### config.mk
export PLATFORM = sky130hd
export DESIGN_NAME = tla_cap_ctrl
export DESIGN_NICKNAME = d
export VERILOG_FILES = /design/src/rtl/tla_cap_ctrl.sv
export SDC_FILE = /design/constraint.sdc
export NUM_CORES = 1
export LEC_CHECK = 0
export ABC_CLOCK_PERIOD_IN_PS = 1930
export CAP_MARGIN = 5
export CORE_MARGIN = 3
export CORE_UTILIZATION = 40
export DETAILED_ROUTE_END_ITERATION = 7
export PLACE_DENSITY = 0.73
export SKIP_CTS_REPAIR_TIMING = 1
export SLEW_MARGIN = 20
export SYNTH_ARGS = -nofsm -noshare
export SYNTH_HDL_FRONTEND = slang
export SYNTH_SLANG_ARGS = --single-unit
### constraint.sdc
create_clock -name Gc_clk125 -period 1.93 [get_ports Gc_clk125]
set_input_delay 0.386 -clock Gc_clk125 [delete_from_list [all_inputs] [get_ports Gc_clk125]]
set_output_delay 0.386 -clock Gc_clk125 [all_outputs]
set_load 0.01 [all_outputs]
### src/rtl/tla_cap_ctrl.sv
`default_nettype none
// ============================================================================
// Module      : tla_cap_ctrl
// Description : Control-domain capture sequencer for the TLA clock-crossing
//               bridge (configure, settle, echo check, trigger, await, close).
// Revision    : 1.0 - initial release
// ============================================================================
module tla_cap_ctrl #(
    parameter int TOP0_0   = 3,
    parameter int LDD0_0   = 32,
    parameter int SETTLE   = 16,
    parameter int TRIG_LEN = 8,
    parameter int TMO_W    = 24
) (
    input  logic              Gc_clk125,
    input  logic              Gc_rst,
    input  logic              Hs_start,
    input  logic              Hs_abort,
    input  logic              Hs_mode,
    input  logic [TOP0_0-1:0] Hs_wdis,
    input  logic [LDD0_0-1:0] Hs_plus,
    input  logic [TMO_W-1:0]  Hs_timeout,
    output logic              Hs_busy,
    output logic              Hs_done,
    output logic [1:0]        Hs_err,
    output logic [15:0]       Hs_of_cnt,
    input  logic              Gc_adc_of,
    output logic              Gc_cap_mode,
    output logic [TOP0_0-1:0] Gc_cap_wdis,
    output logic [LDD0_0-1:0] Gc_cap_plus,
    output logic [TOP0_0-1:0] Gc_com_wdis,
    output logic [LDD0_0-1:0] Gc_com_plus,
    output logic              Gc_com_open,
    output logic              Gc_com_close,
    input  logic [TOP0_0-1:0] Gc_wdis,
    output logic              Gc_cap_trig,
    input  logic              Gc_capr_rdy
);

    localparam logic [2:0] S_IDLE   = 3'd0;
    localparam logic [2:0] S_LOAD   = 3'd1;
    localparam logic [2:0] S_SETTLE = 3'd2;
    localparam logic [2:0] S_ECHO   = 3'd3;
    localparam logic [2:0] S_TRIG   = 3'd4;
    localparam logic [2:0] S_WAIT   = 3'd5;
    localparam logic [2:0] S_CLOSE  = 3'd6;

    localparam logic [1:0] c_err_ok    = 2'b00;
    localparam logic [1:0] c_err_tmo   = 2'b01;
    localparam logic [1:0] c_err_abort = 2'b10;

    localparam int PH_W = $clog2(((SETTLE > TRIG_LEN) ? SETTLE : TRIG_LEN) + 1);
    localparam logic [PH_W-1:0] c_settle_last = PH_W'(SETTLE - 1);
    localparam logic [PH_W-1:0] c_trig_last   = PH_W'(TRIG_LEN - 1);

    logic [2:0]        state_q, state_d;
    logic [PH_W-1:0]   ph_q, ph_d;
    logic [TMO_W-1:0]  tcnt_q, tcnt_d;
    logic [TMO_W-1:0]  tmo_q;
    logic              rdy_q;
    logic              mode_q;
    logic [TOP0_0-1:0] wdis_q;
    logic [LDD0_0-1:0] plus_q;
    logic              busy_q, done_q, open_q, close_q, trig_q;
    logic [1:0]        err_q, err_d;
    logic [15:0]       of_q;
    logic              w_tmo_exp, w_rdy_rise, w_active;

    always_comb begin
        state_d    = state_q;
        err_d      = c_err_ok;
        ph_d       = (ph_q != '0) ? ph_q - 1'b1 : ph_q;
        tcnt_d     = (tcnt_q != '0) ? tcnt_q - 1'b1 : tcnt_q;
        w_tmo_exp  = (tmo_q != '0) && (tcnt_q == '0);
        w_rdy_rise = Gc_capr_rdy && !rdy_q;
        w_active   = (state_q != S_IDLE) && (state_q != S_CLOSE);

        case (state_q)
            S_IDLE:   if (Hs_start) state_d = S_LOAD;
            S_LOAD:   state_d = S_SETTLE;
            S_SETTLE: if (ph_q == '0) state_d = S_ECHO;
            S_ECHO: begin
                if (w_tmo_exp) begin
                    state_d = S_CLOSE;
                    err_d   = c_err_tmo;
                end else if (Gc_wdis == wdis_q) begin
                    state_d = S_TRIG;
                end
            end
            S_TRIG:   if (ph_q == '0) state_d = S_WAIT;
            S_WAIT: begin
                if (w_tmo_exp) begin
                    state_d = S_CLOSE;
                    err_d   = c_err_tmo;
                end else if (w_rdy_rise) begin
                    state_d = S_CLOSE;
                end
            end
            S_CLOSE:  state_d = S_IDLE;
            default:  state_d = S_IDLE;
        endcase

        // Abort overrides both timeout and normal progression in LOAD..WAIT.
        if (Hs_abort && w_active) begin
            state_d = S_CLOSE;
            err_d   = c_err_abort;
        end

        if (state_d != state_q) begin
            if (state_d == S_SETTLE) ph_d = c_settle_last;
            if (state_d == S_TRIG)   ph_d = c_trig_last;
            if ((state_d == S_ECHO) || (state_d == S_WAIT)) tcnt_d = tmo_q;
        end
    end

    always_ff @(posedge Gc_clk125) begin
        if (Gc_rst) begin
            state_q <= S_IDLE;
            ph_q    <= '0;
            tcnt_q  <= '0;
            tmo_q   <= '0;
            rdy_q   <= 1'b0;
            mode_q  <= 1'b0;
            wdis_q  <= '0;
            plus_q  <= '0;
            busy_q  <= 1'b0;
            done_q  <= 1'b0;
            open_q  <= 1'b0;
            close_q <= 1'b0;
            trig_q  <= 1'b0;
            err_q   <= 2'b00;
            of_q    <= 16'h0000;
        end else begin
            state_q <= state_d;
            ph_q    <= ph_d;
            tcnt_q  <= tcnt_d;
            rdy_q   <= Gc_capr_rdy;
            busy_q  <= (state_d != S_IDLE);
            done_q  <= (state_d == S_CLOSE);
            close_q <= (state_d == S_CLOSE);
            open_q  <= (state_d == S_LOAD);
            trig_q  <= (state_d == S_TRIG);

            if ((state_q == S_IDLE) && Hs_start) begin
                mode_q <= Hs_mode;
                wdis_q <= Hs_wdis;
                plus_q <= Hs_plus;
                tmo_q  <= Hs_timeout;
            end

            if (state_d == S_LOAD) begin
                err_q <= 2'b00;
            end else if ((state_d == S_CLOSE) && (state_q != S_CLOSE)) begin
                err_q <= err_d;
            end

            if (state_d == S_LOAD) begin
                of_q <= 16'h0000;
            end else if (((state_q == S_TRIG) || (state_q == S_WAIT)) &&
                         Gc_adc_of && (of_q != 16'hFFFF)) begin
                of_q <= of_q + 16'd1;
            end
        end
    end

    assign Hs_busy      = busy_q;
    assign Hs_done      = done_q;
    assign Hs_err       = err_q;
    assign Hs_of_cnt    = of_q;
    assign Gc_cap_mode  = mode_q;
    assign Gc_cap_wdis  = wdis_q;
    assign Gc_cap_plus  = plus_q;
    assign Gc_com_wdis  = wdis_q;
    assign Gc_com_plus  = plus_q;
    assign Gc_com_open  = open_q;
    assign Gc_com_close = close_q;
    assign Gc_cap_trig  = trig_q;

endmodule
`default_nettype wire

==> impl_metrics.tcl, run 1 <==
set metrics [dict create \
    grt_max_degree 73 \
    place_inst 989 \
    slew_viol_final 0 \
    critPathBufInv 0 \
    postRouteAntennaNets 0 \
    cp_top_family "compound AO/OA/AOI/OAI gates" \
    syn-num-nets 729 \
    grt_util_all_layers 0.198 \
    cpMaxStageDelayCell "o41a_1" \
    vdd_ir_drop_max_mv 0.867 \
    yosys-top-cells-area "dfxtp_1 (43%), nand2_1 (9.7%), a21oi_1 (6.8%)" \
    finalSetupViolations 18 \
    synth_edf_count 0 \
    cp_slowest_stage_delay_ns 0.40 \
    fmax_ghz 0.480 \
    layout_setup_ws_ns -0.153 \
    clock_path_buffers 2 \
    vias_per_cell 5.10 \
    drive_gt1_frac 0.199 \
    synth_area_mm2 0.00532 \
    wl_per_cell_um 14.9 \
    leakagePower_nw 3.15 \
    period_share 1.08 \
    synth_top_area_share 0.433 \
    ios 163 \
    drt_wl_total_mm 15.3 \
    synth.yosys.seq_area_share 0.433 \
    maxCapViolations 0 \
    cp.depth 6 \
    outcome "finished, violations left" \
    grt-ovfl-total 0 \
    hold_path_class "in2reg" \
    synthFlopType "dfxtp_1" \
    cts-htree-levels 4 \
    cp_data_arrival_time_ns 2.42 \
    p_total_mw 12.0 \
    clk_pin_slew_ns 0.05 \
    drtIter0Drc 334 \
    ys_ff_latch 115 \
    syn-instance-count 656 \
    cts_made_buffers 17 \
    dp_hpwl_mm 10.5 \
    die_height_um 121 \
    crit_chain "nor3_1 > and3_2 > o2111ai_4 > a31o_4 > o41a_1 > o22ai_1" \
    reg2reg_depth 6 \
    antenna_found_initial 0 \
    area_growth_pct 55.5 \
    fin_setup_tns_ns -1.01 \
    clock_sink_count 115 \
    power.density_mw_per_mm2 1450 \
    root_buffer "clkbuf_16" \
    num_vias 5237 \
    grt_pass1_vias 5033 \
    path_max_fanout 6 \
    fin_skew_ns 0.00486 \
    end_kind "register" \
    dieArea_mm2 0.0147 \
    worst_pin_slew_ns 0.568 \
    final_cells 1027 \
    grt_pass1_wl_mm 23.4 \
    cts_tree "built" \
    finalHoldViolCount 0 \
    relSlewSlack 0.621 \
    rsz0062_at_grt "yes" \
    synthArstFlopShare 0 \
    portBuffers 162 \
    dr.pass1.iters 5 \
    finalInstanceArea_mm2 0.00827 \
    core-area_mm2 0.0128 \
    failed_checks "negative setup slack" \
    gp_congestion 0.850 \
    drc 0 \
    final.min_clock_period_ns 2.08 \
    insertion_delay_ns 0.41 \
    row_count 41 \
    die_w_um 121 \
    yosys_warnings 0 \
    worstPathRequired_ns 2.27 \
    placed_cell_area_mm2 0.00735 \
    yosysUniqueCellTypes 57 \
    whs_path_depth 3 \
    path_class "reg2reg" \
    startpoint_type "register" \
    layout.nets 917 \
    initial_core_util 0.415 \
    n_antenna_cell 0 \
    synth_top_cell_by_area "dfxtp_1" \
    avgSynthCellArea_um2 8.11 \
]
==> per-layer routing <==
layer,vias to the layer above,global-route usage,part of all wire
met5,-,0,0
met4,0,0.0770,0.019
met3,26,0.0536,0.064
met2,190,0.329,0.48
met1,2444,0.245,0.44
li1,2577,-,-
==> synth_stat cells (2+ instances only) <==
library cell  instances
a21oi_1              72
inv_1                11
xnor2_1              23
buf_2                 4
nand4b_1              2
o211ai_1              3
nand3_1              14
or3_1                 6
o22ai_1               4
nand4_1              10
and3_1                8
o31ai_1               2
a311oi_1              2
nand2b_1              6
o31a_1                2
o2111ai_1             2
nor4_1               10
nor3b_1               3
buf_4                37
clkbuf_1             33
o21ai_0               6
a211oi_1             22
nor3_1               10
nand2_1             137
ha_1                  4
nor2_1               59
dfxtp_1             115
nor2b_1               2
xor2_1               19
==> cells by family after synthesis <==
kind of cell,after synthesis,share of synthesized area
AOI/OAI and AO/OA,129,0.156
adders and majority gates,4,0.00941
muxes,2,0.00400
buffers and inverters,87,0.0887
DFF,115,0.433
xor gates and xnor gates,42,0.0692
and+or+nand+nor,277,0.239
==> layout by cell type, fill, tap and decap left out, types with 5 or more instances in the layout <==
cell type / instances
clkdlybuf4s50_1: 160
nand2_1: 136
dfxtp_1: 111
a21oi_1: 71
buf_4: 69
nor2_1: 48
xnor2_1: 21
a211oi_1: 20
xor2_1: 19
clkbuf_16: 18
nand3_1: 14
nand4_1: 10
inv_1: 9
nor4_2: 8
clkbuf_8: 7
buf_6: 7
nand2b_1: 6
nor3_1: 6
nor2_2: 6
and3_1: 5
or3_1: 5
nor2_4: 5
==> registers in the layout (all words and copies together) (netlist names), 2 cells and up <==
signal	flops
Gc_cap_wdis	3
state_q	3
tmo_q	24
ph_q	5
Gc_cap_plus	32
Hs_err	2
tcnt_q	24
Hs_of_cnt	16
==> cell type report <==
class	count	area [um2]
Fill cell	1039	4550
Multi-Input combinational cell	454	2780
Timing Repair Buffer	245	2350
Sequential cell	115	2310
Clock buffer	26	529
Tap cell	172	215
Clock inverter	4	45.0
Inverter	11	41.3
==> report_power, final <==
part	switching [mW]	internal (mW)	total (mW)	leakage (nW)
registers	0.456	2.90	3.35	0.943
clock network	1.01	1.98	3.00	0.288
logic	2.83	2.85	5.68	1.92
total	4.30	7.73	12.0	3.15
==> worst reg2reg max path: cells and delay by family (launching register included) <==
| kind | cells | cell delay (ns) |
|---|---|---|
| flops | 1 | 0.35 |
| compound gates | 4 | 1.02 |
| simple gates | 2 | 0.63 |
==> through the flow <==
stage | hold WS (ns) | utilization | setup WS [ns]
finish | 0.389 | 0.645 | -0.153
CTS | 0.443 | 0.618 | -0.247
detailed placement | 0.461 | 0.573 | -0.514
global placement | 0.446 | 0.573 | -0.463
floorplan | 0.449 | - | -0.00741
global route | 0.396 | 0.645 | -0.217
==> path summary, 6_finish.rpt <==
path / start / endpoint / slack (ns)
worst max-delay path: tcnt_q[16] / ph_q[3] / -0.15
worst min-delay path: Hs_abort / Hs_err[1] / 0.39
worst max register to register: tcnt_q[16] / ph_q[3] / -0.15
worst min register to register: Gc_cap_plus[1] / Gc_cap_plus[1] / 0.47
(Power assumes the default switching activity.)
==> inputs of run 2 (changes only) <==
--- a/constraint.sdc
+++ b/constraint.sdc
@@ -3,2 +3,2 @@
 set_output_delay 0.386 -clock Gc_clk125 [all_outputs]
-set_load 0.01 [all_outputs]
+set_load 0.005 [all_outputs]
==> results of run 2 <==
Same layout as run 1 (identical final DEF). Status: finished, violations left: negative setup slack.
Among the figures that moved: total power 12.0 mW -> 11.9 mW; worst IR drop on VDD 0.867 mV -> 0.866 mV
==> inputs of run 3 (changes only) <==
- ABC_CLOCK_PERIOD_IN_PS: 1930 -> 2020
- CAP_MARGIN: 5 -> default
- CORE_MARGIN: 3 -> default
- PLACE_DENSITY: 0.73 -> 0.7
- clock period: 1.93 -> 2.02 ns (I/O delays scaled with it)
==> impl_metrics.tcl, run 3 (same netlist as run 1, synthesis figures left out) <==
set metrics [dict create \
    startpoint_type "register" \
    clock_sink_count 115 \
    cp_slowest_stage_delay_ns 0.36 \
    ff_latch_area_mm2 0.00231 \
    ios 163 \
    finalHoldViolCount 0 \
    gp_congestion 0.892 \
    leakagePower_nw 3.08 \
    cts_tree "built" \
    vias_per_cell 5.07 \
    drt_wl_total_mm 14.8 \
    row_count 41 \
    grt_util_all_layers 0.212 \
    pre_cts_slack_ns -0.481 \
    cts-htree-levels 4 \
    insertion_delay_ns 0.41 \
    p_sw_mw 4.02 \
    p_total_mw 11.4 \
    core-area_mm2 0.0128 \
    clock_path_buffers 2 \
    cpMaxStageDelayCell "a311oi_4" \
    hold_path_class "in2reg" \
    dp_hpwl_mm 10.0 \
    dieArea_mm2 0.0138 \
    grt_pass1_wl_mm 23.8 \
    area_growth_pct 53.3 \
    vdd_ir_drop_max_mv 0.698 \
    failed_checks "negative setup slack" \
    slew_viol_final 0 \
    path_max_fanout 6 \
    seqPwrFrac 0.281 \
    outcome "finished, violations left" \
    grt_max_degree 45 \
    cts_made_buffers 17 \
    p_int_mw 7.36 \
    holdWs_ns 0.467 \
    postRouteAntennaNets 0 \
    power.density_mw_per_mm2 1400 \
    end_kind "register" \
    fillerInstances 1034 \
    root_buffer "clkbuf_16" \
    n_antenna_cell 0 \
    layout_setup_ws_ns -0.0697 \
    final.min_clock_period_ns 2.09 \
    num_vias 5116 \
    clk_pin_slew_ns 0.05 \
    crit_chain "inv_2 > ha_4 > nor4b_4 > nand3_2 > a311oi_4 > nand2_4 > buf_12 > buf_6 > a211oi_2" \
    cp_data_arrival_time_ns 2.42 \
    wl_per_cell_um 14.6 \
    drive_gt1_frac 0.179 \
    grt-ovfl-total 0 \
    die_w_um 117 \
    relSlewSlack 0.635 \
    cp_top_family "simple AND/OR/NAND/NOR gates" \
    fmax_ghz 0.479 \
    layout.nets 897 \
    rsz0062_at_grt "yes" \
    portBuffers 162 \
    place_inst 971 \
    p_clk_frac 0.260 \
    final_cell_mix "clkdlybuf4s50_1 (160), nand2_1 (136), dfxtp_1 (112)" \
    worst_pin_slew_ns 0.547 \
    period_share 1.03 \
    dr.pass1.iters 6 \
    die_height_um 117 \
    p_sw_frac 0.353 \
    finalSetupViolations 9 \
    multi_input_area_mm2 0.00279 \
    path_class "reg2reg" \
    grt_pass1_vias 4959 \
    drtIter0Drc 366 \
    maxCapViolations 0 \
    drc 0 \
    worstPathRequired_ns 2.35 \
    largest_reg_flops 32 \
    critPathBufInv 3 \
    antenna_found_initial 0 \
    layout_commonest_cell "clkdlybuf4s50_1" \
    initial_core_util 0.416 \
    fin_skew_ns 0.0100 \
    final_cells 1009 \
    p_comb_frac 0.459 \
]
run 3: cell count changes in the layout (fill, tap and decap cells not counted), moves of 3 or more:
cell / change
buf_6: -5
buf_4: -15
clkinv_2: +4
nor2_1: +6
a211oi_1: -3
nor2_4: -4
a211oi_2: +3
run 3: path summary, 6_finish.rpt:
path	startpoint	endpoint	slack, ns	depth (start not counted)
hold / removal	Gc_rst	state_q[2]	0.47	2
setup reg to reg	ph_q[1]	tcnt_q[13]	-0.07	9
setup / recovery	ph_q[1]	tcnt_q[13]	-0.07	9
hold reg to reg	Gc_cap_plus[8]	Gc_cap_plus[8]	0.47	2
run 3: worst reg2reg max path: cells and delay by family, from the launching register on:
kind | cells | cell delay, ns
flops | 1 | 0.32
fa+ha+maj | 1 | 0.13
simple gates | 3 | 0.62
buf+inv | 3 | 0.36
compound gates | 2 | 0.58
run 3: per-stage QoR:
stage           util  cell area (um2)  TNS [ns]
3_3_place_gp   0.564             7200     -9.46
2_1_floorplan      -             5320         0
4_1_cts        0.611             7800     -1.05
6_report       0.638             8150    -0.327
3_5_place_dp   0.564             7200    -12.76
5_1_grt        0.638             8150     -3.01
run 3: area by class of cell:
cell class | count | share of cell area
clock buffer | 22 | 0.0606
clock inverter | 10 | 0.0127
inverter | 11 | 0.00506
multi-input combinational | 454 | 0.342
sequential | 115 | 0.283
tap | 172 | 0.0264
timing repair buffer | 225 | 0.270
run 3: power by group through the flow:
stage | Combinational [mW] | Clock (mW) | Sequential [mW]
after detailed placement | 4.35 | 0 | 3.18
final | 5.22 | 2.96 | 3.20
after CTS | 4.40 | 3.02 | 3.15
after global routing | 5.66 | 3.14 | 3.25
after floorplan | 2.67 | 0 | 3.13
after global placement | 4.21 | 0 | 3.16
run 3: routing by layer:
layer	vias to the layer above	part of all wire	GRT usage	routed length, um
met5	-	0	0	0
met4	0	0.011	0.0828	163
met3	14	0.050	0.0491	738
met2	169	0.48	0.346	7110
met1	2394	0.46	0.269	6770
li1	2539	-	-	-
